File: src/rtl/equiv_sweep_ctrl_pkg.sv
// Shared definitions for the gate-equivalence sweep sequencer: FSM state codes
// and the reduction that flags any implementation disagreeing with the golden one.
package equiv_sweep_ctrl_pkg;

    typedef enum logic [1:0] {
        S_IDLE   = 2'd0,
        S_WAIT   = 2'd1,
        S_SAMPLE = 2'd2,
        S_DONE   = 2'd3
    } state_t;

    localparam int MAX_IMPL = 32;

    // Golden output is bit n-1; every lower bit is compared against it.
    function automatic logic any_mismatch(input logic [MAX_IMPL-1:0] v, input int n);
        logic m;
        m = 1'b0;
        for (int i = 0; i < MAX_IMPL - 1; i++) begin
            if (i < n - 1) begin
                m = m | (v[i] ^ v[n-1]);
            end
        end
        return m;
    endfunction

endpackage

File: src/rtl/equiv_sweep_ctrl_settle_timer.sv
// Load/decrement settle counter; zero flags the last wait cycle so the
// sequencer can move on to sampling after exactly SETTLE wait cycles.
module settle_timer #(
    parameter int SETTLE = 1
) (
    input  logic clk,
    input  logic rst_n,
    input  logic load,
    output logic zero
);

    localparam int CW = (SETTLE > 0) ? $clog2(SETTLE + 1) : 1;
    localparam logic [CW-1:0] LOAD_VAL = CW'(SETTLE - 1);

    logic [CW-1:0] count;

    always_ff @(posedge clk or negedge rst_n) begin
        if (!rst_n) begin
            count <= '0;
        end else if (load) begin
            count <= LOAD_VAL;
        end else if (count != '0) begin
            count <= count - CW'(1);
        end
    end

    assign zero = (count == '0);

endmodule

File: src/rtl/equiv_sweep_ctrl.sv
// Sweep sequencer: walks every input vector, waits for the datapath to settle,
// samples all implementations and accumulates mismatches against the golden one.
module equiv_sweep_ctrl #(
    parameter int N_IN   = 2,
    parameter int N_IMPL = 3,
    parameter int SETTLE = 1
) (
    input  logic              clk,
    input  logic              rst_n,
    input  logic              start,
    input  logic              abort,
    input  logic [N_IMPL-1:0] impl_in,
    output logic [N_IN-1:0]   vec_out,
    output logic              busy,
    output logic              done,
    output logic              pass,
    output logic [N_IN:0]     err_count,
    output logic              fail_valid,
    output logic [N_IN-1:0]   first_fail
);
    import equiv_sweep_ctrl_pkg::*;

    localparam logic [N_IN-1:0] VEC_LAST = '1;
    localparam state_t          SETTLE_STATE = (SETTLE == 0) ? S_SAMPLE : S_WAIT;

    state_t state, state_nxt;
    logic   sweep_start, sample_en, timer_load, timer_zero;
    logic   mismatch;
    logic [N_IN:0] err_next;

    generate
        if (SETTLE > 0) begin : g_timer
            settle_timer #(.SETTLE(SETTLE)) u_settle_timer (
                .clk   (clk),
                .rst_n (rst_n),
                .load  (timer_load),
                .zero  (timer_zero)
            );
        end else begin : g_no_timer
            assign timer_zero = 1'b1;
        end
    endgenerate

    always_ff @(posedge clk or negedge rst_n) begin
        if (!rst_n) begin
            state <= S_IDLE;
        end else begin
            state <= state_nxt;
        end
    end

    // Abort overrides everything, including a start arriving in the same cycle.
    always_comb begin
        state_nxt   = state;
        sweep_start = 1'b0;
        sample_en   = 1'b0;
        timer_load  = 1'b0;
        if (abort) begin
            state_nxt = S_IDLE;
        end else begin
            case (state)
                S_IDLE: begin
                    if (start) begin
                        sweep_start = 1'b1;
                        timer_load  = 1'b1;
                        state_nxt   = SETTLE_STATE;
                    end
                end
                S_WAIT: begin
                    if (timer_zero) begin
                        state_nxt = S_SAMPLE;
                    end
                end
                S_SAMPLE: begin
                    sample_en = 1'b1;
                    if (vec_out == VEC_LAST) begin
                        state_nxt = S_DONE;
                    end else begin
                        timer_load = 1'b1;
                        state_nxt  = SETTLE_STATE;
                    end
                end
                S_DONE: begin
                    state_nxt = S_IDLE;
                end
                default: begin
                    state_nxt = S_IDLE;
                end
            endcase
        end
    end

    // impl_in only matters while sampling, so X elsewhere never reaches state.
    assign mismatch = sample_en & any_mismatch(MAX_IMPL'(impl_in), N_IMPL);
    assign err_next = err_count + {{N_IN{1'b0}}, mismatch};

    always_ff @(posedge clk or negedge rst_n) begin
        if (!rst_n) begin
            vec_out    <= '0;
            err_count  <= '0;
            fail_valid <= 1'b0;
            first_fail <= '0;
            pass       <= 1'b0;
        end else begin
            if (abort) begin
                pass <= 1'b0;
            end
            if (sweep_start) begin
                vec_out    <= '0;
                err_count  <= '0;
                fail_valid <= 1'b0;
                first_fail <= '0;
                pass       <= 1'b0;
            end else if (sample_en) begin
                if (mismatch) begin
                    err_count <= err_next;
                    if (!fail_valid) begin
                        first_fail <= vec_out;
                        fail_valid <= 1'b1;
                    end
                end
                // Increment is the last step of the sweep, so vec_out never wraps.
                if (vec_out == VEC_LAST) begin
                    pass <= (err_next == '0);
                end else begin
                    vec_out <= vec_out + N_IN'(1);
                end
            end
        end
    end

    assign busy = (state != S_IDLE);
    assign done = (state == S_DONE);

endmodule

File: config.mk
export PLATFORM = sky130hd
export DESIGN_NAME = equiv_sweep_ctrl
export DESIGN_NICKNAME = d
export VERILOG_FILES = /design/src/rtl/equiv_sweep_ctrl_pkg.sv /design/src/rtl/equiv_sweep_ctrl_settle_timer.sv /design/src/rtl/equiv_sweep_ctrl.sv
export SDC_FILE = /design/constraint.sdc
export NUM_CORES = 1
export LEC_CHECK = 0
export CORE_AREA = 5 5 43 45
export DETAILED_ROUTE_END_ITERATION = 8
export DIE_AREA = 0 0 48 50
export PLACE_DENSITY = 0.73
export REMOVE_ABC_BUFFERS = 1
export SLEW_MARGIN = 20
export SYNTH_ARGS = -nofsm -noshare
export SYNTH_HDL_FRONTEND = slang
export SYNTH_SLANG_ARGS = --single-unit
File: constraint.sdc
create_clock -name clk -period 2 [get_ports clk]
set_clock_uncertainty 0.05 [all_clocks]
set_input_delay 0.4 -clock clk [delete_from_list [all_inputs] [get_ports clk]]
set_output_delay 0.4 -clock clk [all_outputs]
set_load 0.005 [all_outputs]
# ---- After elaboration in Yosys (flattened, before gate mapping)
# Index checks and enable logic that the tools add are counted.
dict set report totals {
  regBits 12
  latchBits 0
  ram_bits 0
  rom_bits 0
  inputBits 7
  out_inout_bits 11
  elab_cells 63
  mem_count 0
}
dict set report classes {
  addsub 3
  multipliers 0
  div 0
  magnitude_cmp 0
  n_eq_ne 8
  n_shift 0
  n_mux 32
  n_bitwise 4
  reduce_logical 9
}
# op n
set ops {}
lappend ops {{2-bit 2-to-1 mux} 11}
lappend ops {{1-bit 2-to-1 mux} 16}
lappend ops {{3-bit 2-to-1 mux} 3}
lappend ops {{2-bit case mux with 4 select lines} 1}
lappend ops {{2-bit equality test (second input constant)} 3}
lappend ops {{3-bit != test (second input constant)} 2}
lappend ops {{2-bit AND reduction} 3}
lappend ops {{2-bit nonzero test} 3}
lappend ops {{3-bit by 1-bit adder with 3-bit output} 1}
lappend ops {{3-bit logical NOT} 1}
lappend ops {{3-bit AND reduction} 1}
lappend ops {{2-bit by 1-bit adder with 2-bit output (second input constant)} 1}
lappend ops {{2-bit by 1-bit equality test with 1-bit output (second input constant)} 1}
lappend ops {{2-bit logical NOT} 1}
lappend ops {{2-bit by 1-bit != test with 1-bit output (second input constant)} 1}
lappend ops {{2-bit != test (second input constant)} 1}
lappend ops {{1-bit case mux with 2 select lines} 1}
lappend ops {{1-bit XOR} 2}
lappend ops {{1-bit bitwise AND} 1}
lappend ops {{1-bit OR} 1}
lappend ops {{1-bit subtractor (second input constant)} 1}

# ---- Longest topological paths before layout
# Gate-level depths: netlist of run 1.
dict set report logic_depth {
  ltp_word 9
  depth_mapped 9
  mapped_depth_nobuf 9
}

# ---- Hierarchy
# A second synthesis of run 1 with hierarchy kept.
dict set report unflattened {
  hier_cells 59
  area_unflattened_um2 595.6
}
# module n_inst cells_each area_each_um2 seq_area_each_um2
set by_module_without_submodules {}
lappend by_module_without_submodules {equiv_sweep_ctrl 1 57 584.3 275.3}
lappend by_module_without_submodules {settle_timer 1 2 11.3 0.0}

# ---- Worst setup path before layout of run 1
# Ideal clock, no wire load.
dict set report synth_timing {
  kind {input to register}
  start {input port impl_in[0]}
  end {register err_count[2]}
  setup_time_ps 121
  t_arrival_ps 1888
  required_time_ps 1829
  slack_ps -59
  stages 8
  n_path_buf 0
  cell_sequence {or3_4 > nand4_4 > inv_1 > ha_1 > ha_1 > nand3_2 > mux2_1 > a22o_1}
}
dict set report synth_via {
  elab_chain_cells 7
  word_cells_on_any_way 9
  classes_between {add/sub: 1; mux: 3; bitwise: 3; reduce/logical: 2}
}
# item line
set synth_rtl {}
lappend synth_rtl {{start: declaration} equiv_sweep_ctrl.sv:12} ;# input logic [N_IMPL-1:0] impl_in,
lappend synth_rtl {{1-bit XOR *} equiv_sweep_ctrl_pkg.sv:20} ;# m = m | (v[i] ^ v[n-1]);
lappend synth_rtl {{1-bit OR *} equiv_sweep_ctrl_pkg.sv:20}
lappend synth_rtl {{1-bit bitwise AND *} equiv_sweep_ctrl.sv:94} ;# assign mismatch = sample_en & any_mismatch(MAX_IMPL'(impl_in), N_IMPL);
lappend synth_rtl {{3-bit by 1-bit adder with 3-bit output} equiv_sweep_ctrl.sv:95} ;# assign err_next = err_count + {{N_IN{1'b0}}, mismatch};
lappend synth_rtl {{3-bit 2-to-1 mux} equiv_sweep_ctrl.sv:115} ;# if (mismatch) begin
lappend synth_rtl {{3-bit 2-to-1 mux} equiv_sweep_ctrl.sv:114} ;# end else if (sample_en) begin
lappend synth_rtl {{3-bit 2-to-1 mux} equiv_sweep_ctrl.sv:108} ;# if (sweep_start) begin
lappend synth_rtl {{end signal: assignment} equiv_sweep_ctrl.sv:116} ;# err_count <= err_next;
lappend synth_rtl {{end: declaration} equiv_sweep_ctrl.sv:17} ;# output logic [N_IN:0] err_count,
# Mark *: on every way between the ends. The rest lies on a longest branch, timed or not. The select of a mux whose other input is x is not followed.
# A chain may end at the register's enable or synchronous reset.

# ---- Worst setup path in the final report of run 1
dict set report layout_timing {
  start {input port impl_in[1]}
  end {register pass}
}
dict set report layout_via {
  elab_chain_cells 8
}
# item line
set layout_rtl {}
lappend layout_rtl {{1-bit XOR} equiv_sweep_ctrl_pkg.sv:20}
lappend layout_rtl {{1-bit OR} equiv_sweep_ctrl_pkg.sv:20}
lappend layout_rtl {{1-bit bitwise AND} equiv_sweep_ctrl.sv:94}
lappend layout_rtl {{3-bit by 1-bit adder with 3-bit output} equiv_sweep_ctrl.sv:95}
lappend layout_rtl {{3-bit logical NOT} equiv_sweep_ctrl.sv:124} ;# pass <= (err_next == '0);
lappend layout_rtl {{1-bit 2-to-1 mux} equiv_sweep_ctrl.sv:123} ;# if (vec_out == VEC_LAST) begin
lappend layout_rtl {{1-bit 2-to-1 mux} equiv_sweep_ctrl.sv:114}
lappend layout_rtl {{1-bit 2-to-1 mux} equiv_sweep_ctrl.sv:108}
lappend layout_rtl {{end signal: assignment} equiv_sweep_ctrl.sv:124}
lappend layout_rtl {{end: declaration} equiv_sweep_ctrl.sv:16} ;# output logic pass,
# No other way between the ends.

==> results.sh, run 1 <==
export IMPL_use_met2_pct=20.5
export IMPL_die_x_um=48
export IMPL_syn_area_sq_um=594
export IMPL_first_global_vias=536
export IMPL_top_usage_layer="met2"
export IMPL_hold_viol_final=0
export IMPL_slowest_delay_ns=0.40
export IMPL_place_area_sq_um=830
export IMPL_synth_area_top_cells="dfrtp_1 (46%), a22o_1 (8.8%), ha_1 (6.3%)"
export IMPL_row_count=14
export IMPL_numPortBuffers=17
export IMPL_drive_above_1_share_pct=34.5
export IMPL_p_per_area_nw_per_um2=530
export IMPL_area_growth_pct=54.1
export IMPL_diodes=0
export IMPL_worstSetupEndpointType="flop"
export IMPL_core_sq_um=1440
export IMPL_avgSynthCellArea_sq_um=11.0
export IMPL_r2r_start="state[0]"
export IMPL_irDropWorstVdd_mv=0.365
export IMPL_leakagePower_uw=0.000428
export IMPL_wirelength_mm=1.46
export IMPL_drc_errors=0
export IMPL_io_pins=18
export IMPL_dieHeight_um=50
export IMPL_drv_slew=0
export IMPL_synth_main_ff_cell="dfrtp_1"
export IMPL_viasPerCell=5.34
export IMPL_yosysTopAreaCell="dfrtp_1"
export IMPL_finalSetupViolCount=0
export IMPL_crit_buf_inv=2
export IMPL_critPathLaunchType="input pin"
export IMPL_nNetsFinal=95
export IMPL_yosys_cell_types_count=25
export IMPL_drt_iter0_drc=8
export IMPL_arrival_ns=2.06
export IMPL_synth_commonest_cells="dfrtp_1 (11), a22o_1 (6), inv_1 (4)"
export IMPL_dr_pass1_iters=4
export IMPL_period_share_pct=96.8
export IMPL_grt_setup_unrepaired="true"
export IMPL_synth_seq_cells=11
export IMPL_wl_per_cell_um=14.6
export IMPL_final_cell_area_sq_um=916
export IMPL_finalPower_uw=486
export IMPL_met3_usage_pct=1.09
export IMPL_period_needed_ns=1.94
export IMPL_min_path_type="in2async"
export IMPL_start_util_pct=41.4
export IMPL_max_freq_mhz=517
export IMPL_grt_use_met1_pct=17.9
export IMPL_h_tree_depth=1
export IMPL_synth_most_common_cell="dfrtp_1"
export IMPL_ys_warn_count=0
export IMPL_cts_buffers=3
export IMPL_antenna_found_initial=0
export IMPL_hpwl_mm=1.05
export IMPL_cp_top_family="simple AND/OR/NAND/NOR gates"
export IMPL_synth_edf_count=0
export IMPL_crit_chain="buf_6 -> or3_4 -> nand4_4 -> inv_2 -> ha_4 -> ha_4 -> xor2_2 -> nor4_2 -> a21oi_1 -> nor3b_1"
export IMPL_yosysTopAreaCellShare_pct=46.3
export IMPL_gp_congestion=0.783
export IMPL_clk_pin_slew_worst_paths_ns=0.08
export IMPL_overflow=0
export IMPL_async_flop_share_pct=100
export IMPL_grt_max_degree=12
export IMPL_dieArea_sq_um=2400
export IMPL_cts_root_buf="clkbuf_4"
export IMPL_status="finished clean"
export IMPL_vias=534
export IMPL_synthCells=54
export IMPL_crit_top_cell="ha_4"
export IMPL_cts_sinks=11
export IMPL_tightest_slew_ns=0.499
export IMPL_whs_ns=0.418
export IMPL_cts_tree="yes"
export IMPL_cp_max_fo=2
export IMPL_cp_slowest_cell="or3_4"
export IMPL_cts_hold_buffers=0
export IMPL_startpoint="impl_in[1]"
export IMPL_required_ns=2.13
export IMPL_clock_latency_ns=0.26
export IMPL_worstSetupPathType="in2reg"
export IMPL_postRouteAntennaNets=0
export IMPL_ctsLongestPathBuffers=2
export IMPL_relSlewSlack_pct=66.7
export IMPL_grt_first_pass_wirelength_mm=2.31
export IMPL_synth_seq_area_share_pct=46.3
export IMPL_drv_cap=0
export IMPL_track_usage_pct=13.3
metrics by stage:
step / utilization [%] / setup slack (ns) / setup TNS (ns) / instances
after CTS: 62.6 / 0.00341 / 0 / 100
after global routing: 63.8 / -0.0107 / -0.0107 / 100
after global placement: 57.8 / -0.487 / -1.19 / 93
after detailed placement: 57.8 / -0.565 / -1.39 / 93
final: 63.8 / 0.0647 / 0 / 100
after floorplan: - / -0.0594 / -0.0918 / 53
cell type report:
| type | instances | area [sq um] |
|---|---|---|
| multi-input combinational | 38 | 340 |
| tap | 16 | 20.0 |
| timing repair buffer | 27 | 238 |
| inverter | 4 | 15.0 |
| clock buffer | 4 | 26.3 |
| sequential | 11 | 277 |
| fill | 126 | 520 |
power breakdown:
group          total (uW)  switching, uW  internal, uW  leakage (uW)
combinational        93.7           37.7          56.0      0.000264
sequential            245           13.0           232      0.000149
clock                 147           69.9          76.9     0.0000150
cells in the final DEF (no fill, tap or decap), types with 2 or more instances in the layout:
cell type        instances
nand2_1                  2
a21oi_1                  2
a22o_1                   6
dfrtp_1                 10
inv_1                    3
clkbuf_2                 2
nand3b_1                 3
nand3_1                  3
buf_4                   10
clkdlybuf4s50_1         12
ha_4                     2
nor3_1                   2
clkbuf_4                 3
o21ai_0                  2
cell families after synthesis:
kind of cell	Yosys count	synth area share (%)
simple gates	20	24.0
compound gates	12	14.3
flops	11	46.3
buf+inv	5	3.79
fa+ha+maj	3	6.32
mux	2	3.79
xor+xnor	1	1.47
worst register-to-register path: stages, from the launching register on:
cell     delay, ns
dfrtp_1       0.38
buf_4         0.14
nor2_4        0.14
nand4_4       0.11
inv_2         0.08
ha_4          0.13
ha_4          0.14
xor2_2        0.08
nor4_2        0.26
a21oi_1       0.07
nor3b_1       0.19
path summary, 6_finish.rpt:
path | end | slack [ns] | cells past startpoint
hold reg to reg | first_fail[1] | 0.46 | 1
setup / recovery | pass | 0.06 | 10
max in group asynchronous | state[1] | 1.11 | 1
hold / removal | err_count[2] | 0.42 | 1
min in group clk | first_fail[1] | 0.46 | 1
setup reg to reg | pass | 0.15 | 10
what timing repair did:
| action | CTS | global route |
|---|---|---|
| setup endpoints to repair | 3 | 4 |
| gates resized for setup | 9 | 12 |
| buffers inserted | 3 | 0 |
| gates cloned | 0 | 0 |
| pin swaps | 5 | 3 |
flip-flops by register name, summed over array words and instances (netlist names):
signal,flops
fail_valid,1
pass,1
vec_out,2
err_count,3
state,2
first_fail,2
metal layers:
layer  vias to the layer above  part of all wire, %  wire length [um]
met5                         -                    0                 0
met1                       257                   43               634
li1                        260                    -                 -
met2                        15                   49               717
met4                         0                  1.9                27
met3                         2                  5.4                79
(Power assumes the default switching activity.)
==> run 2, diff against run 1 <==
--- a/config.mk
+++ b/config.mk
@@ -6,6 +6,7 @@
 export NUM_CORES = 1
 export LEC_CHECK = 0
 export CORE_AREA = 5 5 43 45
+export CTS_CLUSTER_SIZE = 25
 export DETAILED_ROUTE_END_ITERATION = 8
 export DIE_AREA = 0 0 48 50
 export PLACE_DENSITY = 0.73
==> results of run 2 <==
Final layout, timing and power as in run 1 (identical DEF).
==> run 3, diff against run 2 <==
--- a/config.mk
+++ b/config.mk
@@ -5,11 +5,11 @@
 export SDC_FILE = /design/constraint.sdc
 export NUM_CORES = 1
 export LEC_CHECK = 0
-export CORE_AREA = 5 5 43 45
+export CORE_AREA = 2 2 42 44
 export CTS_CLUSTER_SIZE = 25
 export DETAILED_ROUTE_END_ITERATION = 8
-export DIE_AREA = 0 0 48 50
-export PLACE_DENSITY = 0.73
+export DIE_AREA = 0 0 44 46
+export PLACE_DENSITY = 0.7
 export REMOVE_ABC_BUFFERS = 1
 export SLEW_MARGIN = 20
 export SYNTH_ARGS = -nofsm -noshare
==> constraint.sdc (replaced) <==
create_clock -name clk -period 1.6 [get_ports clk]
set_clock_uncertainty 0.05 [all_clocks]
set_input_delay 0.32 -clock clk [delete_from_list [all_inputs] [get_ports clk]]
set_output_delay 0.32 -clock clk [all_outputs]
set_load 0.005 [all_outputs]
==> run 3 against run 2 <==
Effect of this change:
- non-clock buffer count up 9
- sequential share of layout area down 2.1 points
- via count up 5.8%
- largest cell class unchanged
- cell count up 10%
- the run now ends with negative setup slack left
- register-to-register slack worse by 0.25 ns
==> results.sh, run 3 (synthesis results as in run 1) <==
export IMPL_area_growth_pct=65.9
export IMPL_overflow=0
export IMPL_largest_register_ffs=3
export IMPL_fin_ws_ns=-0.102
export IMPL_arrival_ns=1.82
export IMPL_first_global_vias=529
export IMPL_r2r_start="state[1]"
export IMPL_tightest_slew_ns=0.501
export IMPL_track_usage_pct=16.9
export IMPL_h_tree_depth=1
export IMPL_placedCellCount=96
export IMPL_critPathLaunchType="input pin"
export IMPL_start_util_pct=36.8
export IMPL_dieHeight_um=46
export IMPL_hpwl_mm=1.09
export IMPL_period_share_pct=106
export IMPL_grt_max_degree=12
export IMPL_grt_use_met1_pct=19.5
export IMPL_swShare_pct=26.5
export IMPL_io_pins=18
export IMPL_use_met2_pct=29.1
export IMPL_finalSetupTns_ns=-0.206
export IMPL_worstSetupPathType="in2reg"
export IMPL_hold_viol_final=0
export IMPL_grt_first_pass_wirelength_mm=2.37
export IMPL_p_clk_share_pct=30.9
export IMPL_drc_errors=0
export IMPL_cts_sinks=11
export IMPL_drv_slew=0
export IMPL_irDropWorstVdd_mv=0.356
export IMPL_viasPerCell=5.14
export IMPL_largest_register="err_count"
export IMPL_clk_pin_slew_worst_paths_ns=0.08
export IMPL_startpoint="impl_in[1]"
export IMPL_top_usage_layer="met2"
export IMPL_core_sq_um=1610
export IMPL_antenna_found_initial=0
export IMPL_mostFrequentLayoutCells="buf_4 (17), dfrtp_1 (10), clkdlybuf4s50_1 (10)"
export IMPL_power_frac_comb_pct=21.9
export IMPL_worstSetupEndpointType="flop"
export IMPL_numPortBuffers=17
export IMPL_ctsLongestPathBuffers=2
export IMPL_min_path_type="in2async"
export IMPL_cp_max_fo=2
export IMPL_period_needed_ns=1.70
export IMPL_met3_usage_pct=1.19
export IMPL_leakagePower_uw=0.000489
export IMPL_stdcell_count=110
export IMPL_status="finished, violations left"
export IMPL_wl_per_cell_um=14.5
export IMPL_clock_latency_ns=0.28
export IMPL_final_cell_area_sq_um=986
export IMPL_cts_buffers=3
export IMPL_pwr_share_seq_pct=47.2
export IMPL_dieArea_sq_um=2020
export IMPL_gp_congestion=0.697
export IMPL_drv_cap=0
export IMPL_place_area_sq_um=846
export IMPL_dr_pass1_iters=4
export IMPL_required_ns=1.72
export IMPL_p_int_uw=474
export IMPL_layout_commonest_cell="buf_4"
export IMPL_nNetsFinal=104
export IMPL_cts_root_buf="clkbuf_4"
export IMPL_drive_above_1_share_pct=44.1
export IMPL_relSlewSlack_pct=66.5
export IMPL_drt_iter0_drc=5
export IMPL_p_per_area_nw_per_um2=654
export IMPL_diodes=0
export IMPL_max_freq_mhz=588
export IMPL_finalSetupViolCount=3
export IMPL_cts_tree="yes"
export IMPL_die_x_um=44
export IMPL_postRouteAntennaNets=0
export IMPL_grt_setup_unrepaired="true"
export IMPL_finalPower_uw=645
export IMPL_row_count=15
export IMPL_p_sw_uw=171
export IMPL_violations="negative setup slack"
export IMPL_wirelength_mm=1.60
export IMPL_vias=565
-- run 3: cell types whose count changed in the layout (fill, tap and decap cells not counted), sizes merged --
cell	before	now
buf	11	22
clkdlybuf4s50	12	10
-- run 3: layer usage --
metal / share of wire (%) / up-vias / routed length (um)
li1: - / 277 / -
met1: 41 / 271 / 649
met2: 53 / 13 / 846
met3: 3.0 / 4 / 48
met4: 3.4 / 0 / 55
met5: 0 / - / 0
-- run 3: through the flow --
stage	hold slack, ns	util, %	setup slack (ns)
global placement	0.444	52.4	-0.792
detailed placement	0.450	52.4	-0.834
global route	0.369	61.1	-0.171
CTS	0.336	58.8	-0.138
finish	0.321	61.1	-0.102
floorplan	-0.0256	-	-0.379
-- run 3: critical path, stage by stage --
cell and delay (ns):
buf_2 0.11, or3_4 0.39, nand4_4 0.10, inv_2 0.05, ha_4 0.15, ha_4 0.16
nand3_2 0.06, mux2_4 0.30, a22o_1 0.19
-- run 3: area by class of cell --
type                    instances  area (sq um)
fillers                       150           628
repair buffers                 36           303
well taps                      17          21.3
flip-flops and latches         11           277
multi-input cells              38           344
clock buffers                   4          26.3
inverters                       4          15.0
-- run 3: power by group through the flow --
stage / clock, uW / combinational [uW] / sequential, uW
after CTS: 204 / 128 / 306
after global placement: 0 / 114 / 310
final: 199 / 141 / 305
after floorplan: 0 / 42.1 / 311
after global routing: 214 / 155 / 307
after detailed placement: 0 / 116 / 311
-- run 3: path summary, 6_finish.rpt --
kind,end,slack (ns),depth (start not counted)
max,err_count[2],-0.10,9
min,err_count[1],0.32,1
max reg2reg,err_count[2],-0.10,8
min reg2reg,first_fail[1],0.46,1
max in group asynchronous,vec_out[0],0.81,1
min in group clk,first_fail[1],0.46,1
-- run 3: what timing repair did --
item                                    CTS  global route
endpoints found under the setup margin    9             5
cloned                                    0             0
gates resized for setup                  28             6
setup buffers                             6             4
hold buffers                              0             0
pin swaps                                 5             5
